**config.mk**
```make
export PLATFORM = sky130hd
export DESIGN_NAME = inst_prefetch
export DESIGN_NICKNAME = d
export VERILOG_FILES = /design/src/rtl/inst_prefetch.sv
export SDC_FILE = /design/constraint.sdc
export NUM_CORES = 1
export LEC_CHECK = 0
export ABC_AREA = 1
export CAP_MARGIN = 15
export CORE_MARGIN = 3
export CORE_UTILIZATION = 39
export CTS_BUF_LIST = sky130_fd_sc_hd__clkbuf_2 sky130_fd_sc_hd__clkbuf_4 sky130_fd_sc_hd__clkbuf_8
export DETAILED_ROUTE_END_ITERATION = 12
export PLACE_DENSITY = 0.67
export SETUP_SLACK_MARGIN = 0.15
export SYNTH_ARGS = -nofsm -noshare
export SYNTH_HDL_FRONTEND = slang
export SYNTH_SLANG_ARGS = --single-unit
```
**constraint.sdc**
```tcl
create_clock -name i_clk -period 5.7 [get_ports i_clk]
set_input_delay 1.14 -clock i_clk [delete_from_list [all_inputs] [get_ports i_clk]]
set_output_delay 1.14 -clock i_clk [all_outputs]
set_load 0.02 [all_outputs]
```
**src/rtl/inst_prefetch.sv**
```systemverilog
// Instruction prefetch unit: a single-outstanding memory fetcher feeding a small
// {pc, inst} queue that drives a registered decode interface with jump/stall/flush control.
module inst_prefetch #(
    parameter int unsigned DEPTH    = 4,
    parameter logic [31:0] RESET_PC = 32'h0000_0000,
    parameter logic [31:0] NOP_INST = 32'h0000_0013
) (
    input  logic                     i_clk,
    input  logic                     i_rst_n,
    input  logic                     i_stall,
    input  logic                     i_flush,
    input  logic                     i_jump,
    input  logic [31:0]              i_jump_addr,
    input  logic [31:0]              i_inst_data,
    input  logic                     i_inst_ack,
    output logic                     o_inst_req,
    output logic [31:0]              o_inst_req_addr,
    output logic [31:0]              o_inst_data,
    output logic [31:0]              o_pc,
    output logic                     o_valid,
    output logic [$clog2(DEPTH):0]   o_level
);

    localparam int unsigned PTR_W = $clog2(DEPTH);
    localparam int unsigned LVL_W = PTR_W + 1;

    typedef enum logic [1:0] {
        S_IDLE  = 2'd0,
        S_REQ   = 2'd1,
        S_DRAIN = 2'd2
    } state_e;

    state_e             state_q, state_d;
    logic               drop_q, drop_d;
    logic [31:0]        fpc_q, fpc_d;
    logic               req_q, req_d;
    logic [31:0]        req_addr_q, req_addr_d;
    logic [31:0]        data_q, data_d;
    logic [31:0]        pc_q, pc_d;
    logic               valid_q, valid_d;
    logic [LVL_W-1:0]   level_q, level_d;
    logic [PTR_W-1:0]   wr_ptr_q, wr_ptr_d;
    logic [PTR_W-1:0]   rd_ptr_q, rd_ptr_d;
    logic [31:0]        fifo_pc_q   [DEPTH];
    logic [31:0]        fifo_inst_q [DEPTH];

    logic               ack_v;
    logic               push;
    logic               pop;
    logic               issue;
    logic [LVL_W-1:0]   level_after;

    // Fetch FSM, queue bookkeeping and decode-side output selection.
    always_comb begin
        ack_v       = i_inst_ack & req_q;
        push        = ack_v & ~drop_q & ~i_jump;
        pop         = ~i_jump & ~i_stall & ~i_flush & (level_q != '0);
        level_after = level_q + LVL_W'(push) - LVL_W'(pop);
        issue       = 1'b0;
        state_d     = state_q;
        drop_d      = drop_q;
        fpc_d       = fpc_q;
        req_d       = req_q;
        req_addr_d  = req_addr_q;

        if (i_jump) begin
            fpc_d = i_jump_addr;
            // A live request must still complete on the bus, so its data is drained.
            if (req_q && !i_inst_ack) begin
                state_d = S_DRAIN;
                drop_d  = 1'b1;
            end else begin
                state_d = S_IDLE;
                drop_d  = 1'b0;
                req_d   = 1'b0;
            end
        end else begin
            case (state_q)
                S_IDLE: begin
                    issue = (level_after < LVL_W'(DEPTH));
                end
                S_REQ: begin
                    if (ack_v) begin
                        fpc_d   = fpc_q + 32'd4;
                        state_d = S_IDLE;
                        req_d   = 1'b0;
                        issue   = (level_after < LVL_W'(DEPTH));
                    end
                end
                S_DRAIN: begin
                    if (ack_v) begin
                        state_d = S_IDLE;
                        drop_d  = 1'b0;
                        req_d   = 1'b0;
                    end
                end
                default: begin
                    state_d = S_IDLE;
                    drop_d  = 1'b0;
                    req_d   = 1'b0;
                end
            endcase
        end

        if (issue) begin
            state_d    = S_REQ;
            req_d      = 1'b1;
            req_addr_d = fpc_d;
        end

        if (i_jump) begin
            level_d  = '0;
            wr_ptr_d = '0;
            rd_ptr_d = '0;
        end else begin
            level_d  = level_after;
            wr_ptr_d = wr_ptr_q + PTR_W'(push);
            rd_ptr_d = rd_ptr_q + PTR_W'(pop);
        end

        data_d  = data_q;
        pc_d    = pc_q;
        valid_d = valid_q;
        if (i_jump) begin
            data_d  = NOP_INST;
            valid_d = 1'b0;
            pc_d    = i_jump_addr;
        end else if (i_stall) begin
            data_d  = data_q;
        end else if (pop) begin
            data_d  = fifo_inst_q[rd_ptr_q];
            pc_d    = fifo_pc_q[rd_ptr_q];
            valid_d = 1'b1;
        end else begin
            data_d  = NOP_INST;
            valid_d = 1'b0;
        end
    end

    always_ff @(posedge i_clk or negedge i_rst_n) begin
        if (!i_rst_n) begin
            state_q    <= S_IDLE;
            drop_q     <= 1'b0;
            fpc_q      <= RESET_PC;
            req_q      <= 1'b0;
            req_addr_q <= 32'h0;
            data_q     <= NOP_INST;
            pc_q       <= 32'h0;
            valid_q    <= 1'b0;
            level_q    <= '0;
            wr_ptr_q   <= '0;
            rd_ptr_q   <= '0;
        end else begin
            state_q    <= state_d;
            drop_q     <= drop_d;
            fpc_q      <= fpc_d;
            req_q      <= req_d;
            req_addr_q <= req_addr_d;
            data_q     <= data_d;
            pc_q       <= pc_d;
            valid_q    <= valid_d;
            level_q    <= level_d;
            wr_ptr_q   <= wr_ptr_d;
            rd_ptr_q   <= rd_ptr_d;
        end
    end

    // Queue storage needs no reset; occupancy alone says which entries are live.
    always_ff @(posedge i_clk) begin
        if (push) begin
            fifo_pc_q[wr_ptr_q]   <= req_addr_q;
            fifo_inst_q[wr_ptr_q] <= i_inst_data;
        end
    end

    assign o_inst_req      = req_q;
    assign o_inst_req_addr = req_addr_q;
    assign o_inst_data     = data_q;
    assign o_pc            = pc_q;
    assign o_valid         = valid_q;
    assign o_level         = level_q;

endmodule

```
==> impl_results.md <==
- Status: finished clean
- Post-synth top cells: edfxtp_1 (256), nand2_1 (248), nor2_1 (226)
- Clock buffer depth: 3
- Static Leak: 7.45 nW
- Placed Cells: 2004
- Rel. slew slack: 35.7%
- Synth top area share: 48.7%
- Antenna cell count: 0
- IO buf count: 170
- Routed wire length: 40400 um
- Non-filler cells, final: 2126
- Die X-Extent: 207 um
- Hold slack: 0.496 ns
- Top post-synthesis cells by area: edfxtp_1 (49%), dfrtp_1 (22%), nand2_1 (5.9%)
- Max-Cap Viols: 0
- Register-to-Register Path Depth: 15
- Hold path endpoint: o_valid
- Worst path bufs/invs: 5
- Cell Chain, Critical Path: clkdlybuf4s50_1 -> nand2_1 -> nor3_1 -> inv_1 -> ha_1 -> inv_1 -> ha_1 -> inv_1 -> fa_1 -> xor2_1 -> nand2_1 -> nand2_2 -> nand2_4 -> nor2_8 -> inv_2 -> o21ai_0
- Remaining DRCs: 0
- Number of antenna violations at the first check in global routing: 0
- Worst-path fanout max: 47
- Crit-path most repeated cell: inv_1
- Final hold violations: 0
- Tmin final: 4.17 ns
- Largest net degree at the start of global routing: 83
- Critical path origin: i_inst_ack
- WL per Instance: 19.0 um
- Post-Syn Area: 0.0158 sq mm
- Reg2reg setup slack: 2.02 ns
- Data required time at the worst endpoint: 6.13 ns
- Hold Path Class: register to register
- Period utilisation layout: 73.1%
- Clock Sinks: 396
- Vias in the first global route: 11000
- Clock Pin Slew Worst Setup and Hold Paths: 0.06 ns
- Worst min-delay path startpoint: o_valid
- Number of synthesized flops with an enable pin: 256
- TNS Setup: 0 ns
- # fillers: 3590
- Setup crit end kind: register
- Most used DFF post-synth: edfxtp_1
- Most numerous cell in the Yosys netlist: edfxtp_1
- Via Count: 10900
- Final #Nets: 1626
- Setup ws final: 1.53 ns
- TritonCTS clock tree: built
- Vias per std cell: 5.14
- Clock skew: 0.0154 ns
- Io pins: 171
- Post-CTS Resized: 0
- Setup Buffers After CTS: 0
- Hold depth: 2
- Slew Viols, Final: 0
- Syn Nets: 1440
- Family with the most delay on the worst path: buffers and inverters
- Row cnt: 73
- Die area: 0.0430 sq mm
- Worst-Skew Late Latency: 0.60 ns
- Cts hold-fix bufs: 0
- Final core utilization: 48.5%
- Gpl congestion: 0.890
- Initial core utilization: 39.6%
- GRT overflow: 0
- Ys Warns: 0
- Distinct cells, synth: 37
- Global-route wire length before repair: 63700 um
- Flops & latches, synth: 396
- CTS H-tree depth: 3
- Layout cell share with drive strength beyond 1: 10.4%
- Crit-path slowest cell: inv_2
- Crit path arrival time: 4.60 ns
- Post-synthesis cell count: 1361
- Syn-to-layout area delta: 22.4%
- Final instance area: 0.0193 sq mm
- Dpl ws: 0.945 ns
- Synth area leader: edfxtp_1
- Crit Path Category: primary input to register
- HPWL after DPL: 25200 um
- Total track usage: 18.8%
- 1st-pass router iterations: 5
- RSZ-0062 raised after global routing: no
- DP Area: 0.0180 sq mm
- Detailed Route Iter0 Violations: 821
- Die H: 207 um
- Core area: 0.0399 sq mm
- Peak supply drop: 211 uV
- Worst-margin pin slew: 0.963 ns
- Overall power: 7.44 mW
- Critical Path Max Stage Delay: 0.67 ns
- R2R Path End: o_inst_req_addr[11]
- Power Density: 385 mW/mm^2
- Mapped Avg Cell Area: 11.6 sq um
- Clk root buf: clkbuf_8
- Remaining antenna violation count: 0
- FMAX: 240 MHz
- Crit start category: primary input
- Final setup violating endpoints: 0
- Seq/Total Area, Yosys: 70.9%
- CTS buffer count: 66
- R2R Path Start: o_inst_req
- Synth async-reset ratio: 35.4%
[placed cells by master (no fill, tap or decap), drive strengths merged]
| cell type | instances |
|---|---|
| clkdlybuf4s50 | 168 |
| o21ai | 166 |
| a31oi | 18 |
| clkinv | 19 |
| xor2 | 10 |
| o22ai | 30 |
| dfstp | 3 |
| ha | 8 |
| clkbuf | 98 |
| nor3 | 7 |
| inv | 52 |
| o32ai | 13 |
| o21bai | 1 |
| nor2 | 236 |
| fa | 1 |
| o211ai | 4 |
| nand4 | 7 |
| nand2 | 250 |
| a21oi | 1 |
| clkinvlp | 4 |
| xnor2 | 9 |
| edfxtp | 256 |
| nand3b | 2 |
| buf | 20 |
| mux2i | 1 |
| nand3 | 51 |
| a22o | 29 |
| dfrtp | 137 |
[layer usage]
layer / global-route usage [%] / part of all wire (%)
met5: 0 / 0
met4: 5.90 / 2.5
met3: 4.02 / 6.5
met2: 30.7 / 48
met1: 25.2 / 43
[kinds of logic (layout without fill, tap and decap cells)]
family / Yosys count / after routing / synth area share (%)
compound gates: 262 / 262 / 9.90
flops: 396 / 396 / 70.9
mux: 1 / 1 / 0.0634
xor+xnor: 19 / 19 / 1.05
fa+ha+maj: 9 / 9 / 0.760
simple gates: 553 / 553 / 14.1
buf+inv: 121 / 361 / 3.23
[where the power goes]
group | leakage, nW | internal [mW] | switching, mW
combinational | 2.67 | 0.495 | 0.756
clock | 0.699 | 1.36 | 1.12
sequential | 4.09 | 3.43 | 0.278
total | 7.45 | 5.28 | 2.16
[sequential cells by signal, summed over array words and instances (netlist names)]
signal           flops
o_level              3
o_inst_data         32
wr_ptr_q             2
state_q              2
o_inst_req_addr     32
fifo_pc_q          128
rd_ptr_q             2
fifo_inst_q        128
o_inst_req           1
o_pc                32
fpc_q               32
drop_q               1
o_valid              1
[worst max path at each step]
stage	slack, ns	cells after the start	to
6_report	1.53	16	o_inst_req_addr[11]
4_1_cts	1.58	16	o_inst_req_addr[11]
5_1_grt	1.27	17	o_inst_req_addr[12]
2_1_floorplan	-0.89	4	fifo_inst_q[2][0]
3_5_place_dp	0.94	17	o_inst_req_addr[12]
3_3_place_gp	1.04	16	o_inst_req_addr[11]
[cell type report]
cell class	instances	area [sq um]	share of cell area (%)
clock buffer	98	1200	6.20
clock inverter	24	125	0.647
inverter	51	193	0.996
multi-input combinational	844	4120	21.3
sequential	396	11200	57.9
tap	525	657	3.40
timing repair buffer	188	1850	9.58
[worst min-delay path, delay by kind of cell, from the launching register on]
family,cells,cell delay (ns)
DFF,1,0.35
and+or+nand+nor,2,0.11
Power figures use the tool's default switching activity.
